File: config.mk
export PLATFORM = sky130hd
export DESIGN_NAME = adc_frame_aligner_flat
export DESIGN_NICKNAME = d
export VERILOG_FILES = /design/src/rtl/adc_frame_aligner_if.sv /design/src/rtl/adc_frame_aligner.sv /design/src/flat_wrapper.sv
export SDC_FILE = /design/constraint.sdc
export NUM_CORES = 1
export LEC_CHECK = 0
export BUFFER_PORTS_ARGS = -buffer_cell sky130_fd_sc_hd__buf_4
export CAP_MARGIN = 0
export CELL_PAD_IN_SITES_DETAIL_PLACEMENT = 2
export CELL_PAD_IN_SITES_GLOBAL_PLACEMENT = 2
export CORE_MARGIN = 8
export CORE_UTILIZATION = 30
export DETAILED_ROUTE_END_ITERATION = 10
export GPL_ROUTABILITY_DRIVEN = 0
export GPL_TIMING_DRIVEN = 0
export PLACE_DENSITY = 0.88
export SLEW_MARGIN = 20
export SYNTH_ARGS = -nofsm -noshare
export SYNTH_HDL_FRONTEND = slang
export SYNTH_SLANG_ARGS = --single-unit
File: constraint.sdc
create_clock -name CLKDIV -period 2.6 [get_ports CLKDIV]
set_input_delay 0.52 -clock CLKDIV [delete_from_list [all_inputs] [get_ports CLKDIV]]
set_output_delay 0.52 -clock CLKDIV [all_outputs]
set_load 0.02 [all_outputs]
File: src/rtl/adc_frame_aligner_if.sv
// Bundle of the frame/lane capture signals between the ISERDES front end and the aligner.
// The master side drives enable and captured words; the slave (aligner) returns control and samples.
interface adc_frame_aligner_if #(
    parameter int NUM_CH = 4,
    parameter int LANES  = 2,
    parameter int SER    = 8,
    parameter int BITS   = 14
);
    localparam int SLIP_W = $clog2(2*SER+1);

    logic                          en;
    logic [SER-1:0]                frm_data;
    logic [NUM_CH*LANES*SER-1:0]   lane_data;
    logic                          bitslip;
    logic [NUM_CH*BITS-1:0]        samples_o;
    logic                          sample_valid;
    logic                          locked;
    logic                          align_fail;
    logic [SLIP_W-1:0]             slip_cnt;
    logic [7:0]                    realign_cnt;

    modport master (
        output en, frm_data, lane_data,
        input  bitslip, samples_o, sample_valid, locked, align_fail, slip_cnt, realign_cnt
    );

    modport slave (
        input  en, frm_data, lane_data,
        output bitslip, samples_o, sample_valid, locked, align_fail, slip_cnt, realign_cnt
    );
endinterface

File: src/rtl/adc_frame_aligner.sv
// Frame-word aligner for multi-lane ADC capture: searches with a shared bitslip, holds lock
// with a miss tolerance, and assembles interleaved lane bits into registered samples.
module adc_frame_aligner #(
    parameter int             NUM_CH     = 4,
    parameter int             LANES      = 2,
    parameter int             SER        = 8,
    parameter int             BITS       = 14,
    parameter logic [SER-1:0] FRAME_PAT  = 8'hF0,
    parameter int             SLIP_WAIT  = 3,
    parameter int             LOCK_CNT   = 16,
    parameter int             MISS_LIMIT = 4,
    parameter int             TWOS_COMP  = 0
) (
    input  logic               CLKDIV,
    input  logic               cpu_resetn,
    adc_frame_aligner_if.slave bus
);
    localparam int LW      = NUM_CH*LANES*SER;
    localparam int SW      = NUM_CH*BITS;
    localparam int WPL     = BITS/LANES;
    localparam int SLIP_W  = $clog2(2*SER+1);
    localparam int MATCH_W = $clog2(LOCK_CNT+1);
    localparam int MISS_W  = $clog2(MISS_LIMIT+1);
    localparam int WAIT_W  = $clog2(SLIP_WAIT+1);

    localparam logic [SLIP_W-1:0]  SLIP_MAX   = SLIP_W'(2*SER);
    localparam logic [MATCH_W-1:0] MATCH_LAST = MATCH_W'(LOCK_CNT-1);
    localparam logic [MISS_W-1:0]  MISS_LAST  = MISS_W'(MISS_LIMIT-1);
    localparam logic [WAIT_W-1:0]  WAIT_LAST  = WAIT_W'(SLIP_WAIT-1);

    typedef enum logic [2:0] {
        S_IDLE, S_CHECK, S_SLIP, S_WAIT, S_VERIFY, S_LOCKED, S_FAIL
    } state_t;

    state_t              state, state_n;
    logic [SLIP_W-1:0]   slip_q, slip_n;
    logic [MATCH_W-1:0]  match_q, match_n;
    logic [MISS_W-1:0]   miss_q, miss_n;
    logic [WAIT_W-1:0]   wait_q, wait_n;
    logic [7:0]          realign_q, realign_n;
    logic                frame_ok;
    logic [SW-1:0]       samples_p1;
    logic                sample_valid_p1;
    logic                unused_lane_bits;

    // Lane l bit k lands at sample[BITS-1-(k*LANES+(LANES-1-l))]; bits above WPL are padding.
    function automatic logic [SW-1:0] assemble(input logic [LW-1:0] lanes);
        logic [SW-1:0] s;
        s = '0;
        for (int c = 0; c < NUM_CH; c++) begin
            for (int k = 0; k < WPL; k++) begin
                for (int l = 0; l < LANES; l++) begin
                    s[c*BITS + BITS-1-(k*LANES+(LANES-1-l))] = lanes[(c*LANES+l)*SER + k];
                end
            end
            if (TWOS_COMP != 0) begin
                s[c*BITS + BITS-1] = ~s[c*BITS + BITS-1];
            end
        end
        return s;
    endfunction

    assign frame_ok         = (bus.frm_data == FRAME_PAT);
    assign unused_lane_bits = ^bus.lane_data;

    always_comb begin
        state_n   = state;
        slip_n    = slip_q;
        match_n   = match_q;
        miss_n    = miss_q;
        wait_n    = wait_q;
        realign_n = realign_q;
        if (!bus.en) begin
            state_n = S_IDLE;
            slip_n  = '0;
        end else begin
            case (state)
                S_IDLE: begin
                    state_n = S_CHECK;
                    slip_n  = '0;
                end
                S_CHECK: begin
                    if (frame_ok) begin
                        state_n = S_VERIFY;
                        match_n = MATCH_W'(1);
                    end else if (slip_q >= SLIP_MAX) begin
                        state_n = S_FAIL;
                    end else begin
                        state_n = S_SLIP;
                    end
                end
                S_SLIP: begin
                    slip_n  = slip_q + 1'b1;
                    wait_n  = '0;
                    state_n = S_WAIT;
                end
                // Frame words are ignored while the ISERDES settles after a slip.
                S_WAIT: begin
                    if (wait_q == WAIT_LAST) state_n = S_CHECK;
                    else                     wait_n  = wait_q + 1'b1;
                end
                S_VERIFY: begin
                    if (!frame_ok) begin
                        state_n = S_SLIP;
                        match_n = '0;
                    end else if (match_q == MATCH_LAST) begin
                        state_n = S_LOCKED;
                        miss_n  = '0;
                    end else begin
                        match_n = match_q + 1'b1;
                    end
                end
                S_LOCKED: begin
                    if (frame_ok) begin
                        miss_n = '0;
                    end else if (miss_q == MISS_LAST) begin
                        state_n = S_SLIP;
                        miss_n  = '0;
                        slip_n  = '0;
                        if (realign_q != 8'hFF) realign_n = realign_q + 8'd1;
                    end else begin
                        miss_n = miss_q + 1'b1;
                    end
                end
                S_FAIL:  state_n = S_FAIL;
                default: state_n = S_IDLE;
            endcase
        end
    end

    always_ff @(posedge CLKDIV or negedge cpu_resetn) begin
        if (!cpu_resetn) begin
            state     <= S_IDLE;
            slip_q    <= '0;
            match_q   <= '0;
            miss_q    <= '0;
            wait_q    <= '0;
            realign_q <= '0;
        end else begin
            state     <= state_n;
            slip_q    <= slip_n;
            match_q   <= match_n;
            miss_q    <= miss_n;
            wait_q    <= wait_n;
            realign_q <= realign_n;
        end
    end

    // Stage p1: assembled samples and their valid flag, one cycle behind lane_data.
    always_ff @(posedge CLKDIV or negedge cpu_resetn) begin
        if (!cpu_resetn) begin
            samples_p1      <= '0;
            sample_valid_p1 <= 1'b0;
        end else begin
            samples_p1      <= assemble(bus.lane_data);
            sample_valid_p1 <= bus.en && (state == S_LOCKED);
        end
    end

    assign bus.bitslip      = (state == S_SLIP);
    assign bus.locked       = (state == S_LOCKED);
    assign bus.align_fail   = (state == S_FAIL);
    assign bus.slip_cnt     = slip_q;
    assign bus.realign_cnt  = realign_q;
    assign bus.samples_o    = samples_p1;
    assign bus.sample_valid = sample_valid_p1;
endmodule
File: src/flat_wrapper.sv
// flat-port wrapper written by rule: the top's interface ports become plain ports
module adc_frame_aligner_flat 
#(
    parameter int             NUM_CH     = 4,
    parameter int             LANES      = 2,
    parameter int             SER        = 8,
    parameter int             BITS       = 14,
    parameter logic [SER-1:0] FRAME_PAT  = 8'hF0,
    parameter int             SLIP_WAIT  = 3,
    parameter int             LOCK_CNT   = 16,
    parameter int             MISS_LIMIT = 4,
    parameter int             TWOS_COMP  = 0
)
  (CLKDIV, cpu_resetn, bus_en, bus_frm_data, bus_lane_data, bus_bitslip, bus_samples_o, bus_sample_valid, bus_locked, bus_align_fail, bus_slip_cnt, bus_realign_cnt);
  adc_frame_aligner_if #(.NUM_CH(NUM_CH), .LANES(LANES), .SER(SER), .BITS(BITS)) bus_i ();
  input  logic CLKDIV;
  input  logic cpu_resetn;
  input wire logic [$bits(bus_i.en)-1:0] bus_en;
  input wire logic [$bits(bus_i.frm_data)-1:0] bus_frm_data;
  input wire logic [$bits(bus_i.lane_data)-1:0] bus_lane_data;
  output wire logic [$bits(bus_i.bitslip)-1:0] bus_bitslip;
  output wire logic [$bits(bus_i.samples_o)-1:0] bus_samples_o;
  output wire logic [$bits(bus_i.sample_valid)-1:0] bus_sample_valid;
  output wire logic [$bits(bus_i.locked)-1:0] bus_locked;
  output wire logic [$bits(bus_i.align_fail)-1:0] bus_align_fail;
  output wire logic [$bits(bus_i.slip_cnt)-1:0] bus_slip_cnt;
  output wire logic [$bits(bus_i.realign_cnt)-1:0] bus_realign_cnt;
  assign bus_i.en = bus_en;
  assign bus_i.frm_data = bus_frm_data;
  assign bus_i.lane_data = bus_lane_data;
  assign bus_bitslip = bus_i.bitslip;
  assign bus_samples_o = bus_i.samples_o;
  assign bus_sample_valid = bus_i.sample_valid;
  assign bus_locked = bus_i.locked;
  assign bus_align_fail = bus_i.align_fail;
  assign bus_slip_cnt = bus_i.slip_cnt;
  assign bus_realign_cnt = bus_i.realign_cnt;
  adc_frame_aligner #(.NUM_CH(NUM_CH), .LANES(LANES), .SER(SER), .BITS(BITS), .FRAME_PAT(FRAME_PAT), .SLIP_WAIT(SLIP_WAIT), .LOCK_CNT(LOCK_CNT), .MISS_LIMIT(MISS_LIMIT), .TWOS_COMP(TWOS_COMP)) u_core (.CLKDIV(CLKDIV), .cpu_resetn(cpu_resetn), .bus(bus_i));
endmodule
# After elaboration in Yosys (flattened, before gate mapping)

Cells that the tools add are included.

Add/sub/neg operators: 5
Mux-type cells: 24
Equal/unequal tests: 21
Reduce and logical (&&, ||, !) cells: 11
Bitwise operators: 1
$lt $le $gt $ge: 1

Operators by type and width:

| cell                  | count |
|---|---|
| $mux W3               | 12 |
| $mux W5               | 6 |
| $pmux W3 S7           | 1 |
| $pmux W5 S3           | 1 |
| $reduce_and A4 Y1     | 3 |
| $add A5 B1 Y5 const B | 2 |
| $pmux W5 S2           | 1 |
| $eq A3 B2 Y1 const B  | 3 |
| $eq A3 B3 Y1 const B  | 3 |
| $add A8 B1 Y8 const B | 1 |
| $eq A8 B8 Y1 const B  | 1 |
| $ne A8 B8 Y1 const B  | 1 |
| $ne A2 B1 Y1 const B  | 3 |
| $ne A3 B2 Y1 const B  | 2 |
| $ne A3 B3 Y1 const B  | 2 |
| $pmux W3 S2           | 1 |
| $reduce_and A3 Y1     | 2 |
| $reduce_bool A2 Y1    | 3 |
| $eq A5 B4 Y1 const B  | 1 |
| $ge A5 B5 Y1 const B  | 1 |
| $reduce_and A5 Y1     | 1 |
| $ne A4 B1 Y1 const B  | 1 |
| $ne A4 B4 Y1 const B  | 1 |
| $pmux W2 S2           | 1 |
| other kinds (9)       | 9 |

Logic and storage cells: 71
Output and inout port bits: 73
Bits of input ports: 75
Register bits after elaboration: 83

# Logic depth before layout (Yosys ltp)

Word-level depth: 5
Mapped depth: 6
Gate-level depth less buffers: 6

# Worst setup path after synthesis

OpenSTA, ideal clock, no wires.

Path kind: input-to-reg
Start point: in bus_frm_data[1]
End point: reg u_core.match_q[1]
Path slack: 692 ps
Data required time: 2478 ps
Arrival: 1787 ps
Stages on the path: 4
Path buffers: 0
Cells stage by stage: or4_4 o31a_1 a31o_1 a32o_1

Longest elaborated chain between the ends: 3
Elaborated cells on any way between the ends: 6

Ends and longest elaborated chain:

| element                                                           | RTL line                 | text |
|---|---|---|
| start: declaration                                                | flat_wrapper.sv:19       | `input wire logic [$bits(bus_i.frm_data)-1:0] bus_frm_data;` |
| $eq A8 B8 Y1 (*)                                                  | adc_frame_aligner.sv:63  | `assign frame_ok = (bus.frm_data == FRAME_PAT);` |
| $ne A3 B3 Y1 (no source line) (tied with other cells)             | n/a                      |  |
| $reduce_and A4 Y1 (no source line) or $pmux W5 S2 (tied branches) | n/a                      |  |
| end signal: assignment                                            | adc_frame_aligner.sv:142 | `match_q <= match_n;` |
| end: declaration                                                  | adc_frame_aligner.sv:37  | `logic [MATCH_W-1:0] match_q, match_n;` |

Mark *: on every way between the ends. The rest lies on a longest branch, timed or not.
A chain may end at the register's enable or synchronous reset.

# Worst setup path after layout

Start point: reg u_core.match_q[0]
End point: reg u_core.miss_q[0]

Longest elaborated chain between the ends: 3

Ends and longest elaborated chain:

| element                            | RTL line                 | text |
|---|---|---|
| $eq A5 B4 Y1                       | adc_frame_aligner.sv:106 | `end else if (match_q == MATCH_LAST) begin` |
| $ne A2 B1 Y1 (no source line)      | n/a                      |  |
| $reduce_and A4 Y1 (no source line) | n/a                      |  |
| end signal: assignment             | adc_frame_aligner.sv:143 | `miss_q <= miss_n;` |
| end: declaration                   | adc_frame_aligner.sv:38  | `logic [MISS_W-1:0] miss_q, miss_n;` |

No other way between the ends.

==> flow_metrics.env <==
export IMPL_outcome="finished, final reports clean"
export IMPL_worstPathArrival_ps=2650
export IMPL_die_y_um=116
export IMPL_yosysTopAreaCell="dfrtp_1"
export IMPL_irDropWorstVdd_mv=0.405
export IMPL_ff_latch_area_sq_mm=0.00208
export IMPL_ys_top_cells_by_count="dfrtp_1 (83), inv_1 (10), nand3_1 (9)"
export IMPL_synthMuxAreaShare_pct=2.19
export IMPL_drive_gt1_share_pct=45.1
export IMPL_finalNetCount=445
export IMPL_synth_edff_count=0
export IMPL_synth_cell_types=52
export IMPL_slowest_delay_ps=460
export IMPL_cap_violations=0
export IMPL_first_global_vias=3136
export IMPL_ys_top_cells_by_area="dfrtp_1 (70%), ha_1 (2.5%), nand3_1 (1.5%), mux2_2 (1.5%), o21ai_0 (1.3%)"
export IMPL_routedWlPerCell_um=29.1
export IMPL_synth_fa_ha_area_share_pct=2.52
export IMPL_vias=2537
export IMPL_cts_buffers_inserted=9
export IMPL_fmax_mhz=415
export IMPL_drc=0
export IMPL_antenna_found_initial=0
export IMPL_worstSetupStartpointType="register"
export IMPL_setup_viol=0
export IMPL_cts_root_buf="clkbuf_8"
export IMPL_synth_top_family_by_area="simple AND/OR/NAND/NOR gates"
export IMPL_ff2ff_setup_slack_ps=190
export IMPL_numClockSinks=83
export IMPL_slew_violations=0
export IMPL_antenna_left=0
export IMPL_io_pins=148
export IMPL_core_sq_mm=0.00968
export IMPL_hold_path_class="in2async"
export IMPL_start_util_pct=30.7
export IMPL_synth_compound_area_share_pct=10.1
export IMPL_port_buffers=139
export IMPL_drtIter0Drc=141
export IMPL_fin_crit_sh_pct=92.7
export IMPL_synth_area_sq_mm=0.00298
export IMPL_crit_slowest_cell="dfrtp_1"
export IMPL_path_delay_family="adder cells"
export IMPL_power_leakage_nw=2.20
export IMPL_grt_max_degree=84
export IMPL_clock_skew_ps=12.3
export IMPL_cp_end_kind="register"
export IMPL_synthXorXnorAreaFrac_pct=1.18
export IMPL_antenna_cells=0
export IMPL_post_cts_resized=0
export IMPL_relSlewSlack_pct=49.6
export IMPL_grt_overflow_total=0
export IMPL_path_cells="ha_1 > and3_1 > ha_1 > nand3_1 > a21oi_1 > mux2_2"
export IMPL_synth_seq_cells=83
export IMPL_async_flop_share_pct=100
export IMPL_synth_cells=214
export IMPL_worst_ep_required_time_ps=2840
export IMPL_cp_max_fo=8
export IMPL_cts_buffer_depth=2
export IMPL_synth_ff_type="dfrtp_1"
export IMPL_dieArea_sq_mm=0.0134
export IMPL_area_growth_syn_to_layout_pct=47.8
export IMPL_holdBufCountCts=0
export IMPL_finalWirelength_um=14600
export IMPL_yosysSeqAreaShare_pct=69.8
export IMPL_multiInputGateArea_sq_um=826
export IMPL_rows=36
export IMPL_synth_most_common_cell="dfrtp_1"
export IMPL_clk_pin_slew_worst_paths_ps=90
export IMPL_path_common_cell="ha_1"
export IMPL_cts_tree="yes"
export IMPL_hold_viol=0
export IMPL_cp_buffers_inverters=0
export IMPL_post_cts_buffers=0
export IMPL_avgSynthCellArea_sq_um=13.9
export IMPL_cellPowerDensity_mw_per_mm2=691
export IMPL_synthSimpleGateAreaFrac_pct=11.8
export IMPL_rsz0062_at_grt="false"
export IMPL_yosysWarnings=0
export IMPL_hold_ws_ps=203
export IMPL_first_pass_iters=4
export IMPL_crit_type="reg2reg"
export IMPL_worst_pin_slew_ps=756
export IMPL_grt_pass1_wl_um=21200
export IMPL_fin_tns_setup_ps=0
export IMPL_yosys_area_top_type_share_pct=69.8
export IMPL_filler_cell_count=944
export IMPL_die_w_um=116
export IMPL_clk_latency_ps=360
export IMPL_viasPerCell=5.06
export IMPL_htreeDepth=3
export IMPL_hpwl_um=9200
export IMPL_syn_num_nets=295
export IMPL_min_period_ps=2410
export IMPL_grt_use_total_pct=22.3
[final timing paths]
path | start | to | cells past startpoint
setup / recovery | u_core.match_q[0]$_DFFE_PN0P_ | u_core.miss_q[0]$_DFFE_PN0P_ | 6
hold / removal | cpu_resetn | u_core.bus.slip_cnt[0]$_DFFE_PN0P_ | 1
setup reg to reg | u_core.match_q[0]$_DFFE_PN0P_ | u_core.miss_q[0]$_DFFE_PN0P_ | 6
hold reg to reg | u_core.match_q[2]$_DFFE_PN0P_ | u_core.match_q[2]$_DFFE_PN0P_ | 1
max in group asynchronous | cpu_resetn | u_core.bus.samples_o[22]$_DFF_PN0_ | 1
min in group CLKDIV | bus_lane_data[5] | u_core.bus.samples_o[2]$_DFF_PN0_ | 1
[state kept, by name, indices dropped and copies added (netlist names)]
name,count
u_core.state,3
u_core.bus.samples_o,56
u_core.bus.sample_valid,1
u_core.miss_q,3
u_core.match_q,5
u_core.wait_q,2
u_core.bus.slip_cnt,5
u_core.bus.realign_cnt,8
[placed cells by master (no fill, tap or decap), types with 3 or more instances in the layout]
| cell | instances |
|---|---|
| nor4_1 | 4 |
| a21boi_0 | 3 |
| nor3_1 | 3 |
| nand2_1 | 6 |
| nand4bb_1 | 3 |
| nor2b_1 | 3 |
| clkbuf_1 | 4 |
| o21ai_0 | 8 |
| and3_1 | 6 |
| inv_1 | 10 |
| mux2_2 | 4 |
| clkbuf_8 | 10 |
| nand3_1 | 9 |
| a31oi_1 | 5 |
| xor2_1 | 4 |
| ha_1 | 6 |
| a21oi_1 | 5 |
| nor2_1 | 8 |
| buf_4 | 141 |
| dfrtp_1 | 83 |
[report_power, final]
group / total (mW) / switching, mW / internal [mW]
Combinational: 0.568 / 0.332 / 0.237
Clock: 1.04 / 0.478 / 0.565
Sequential: 1.43 / 0.0583 / 1.37
[cells by family after synthesis]
kind of cell             count (synthesis)
AO/OA/AOI/OAI                           41
buffers and inverters                   16
AND/OR/NAND/NOR                         58
multiplexers                             6
flip-flops                              83
XOR/XNOR                                 4
adder cells (fa/ha/maj)                  6
[through the flow]
stage                     util (%)  setup WS [ps]  total power [mW]  instances  instance area [sq um]
after floorplan                  -            692              1.69        214                   2980
after detailed placement      43.2            348              1.98        486                   4190
after global placement        43.2            392              1.93        486                   4190
final                         45.4            190              3.04        501                   4400
after global routing          45.4            113              3.14        501                   4400
after CTS                     45.4            268              3.06        501                   4400
[layout make-up]
type	count	share of cell area [%]
Clock buffer	13	3.38
Multi-Input combinational cell	115	18.8
Tap cell	133	3.78
Inverter	10	0.853
Buffer	6	0.825
Timing Repair Buffer	139	23.8
Sequential cell	83	47.2
Clock inverter	2	1.37
[worst register-to-register path: stages, from the launching register on]
cell and delay (ps):
dfrtp_1 460, ha_1 230, and3_1 190, ha_1 390, nand3_1 200, a21oi_1 420, mux2_2 400
[per-layer routing]
metal	vias up	routed length, um	track usage [%]
met4	0	442	9.85
met5	-	0	0
met1	1303	4950	21.5
li1	1068	-	-
met3	27	1500	10.4
met2	139	7680	40.0
(Power assumes the default switching activity.)
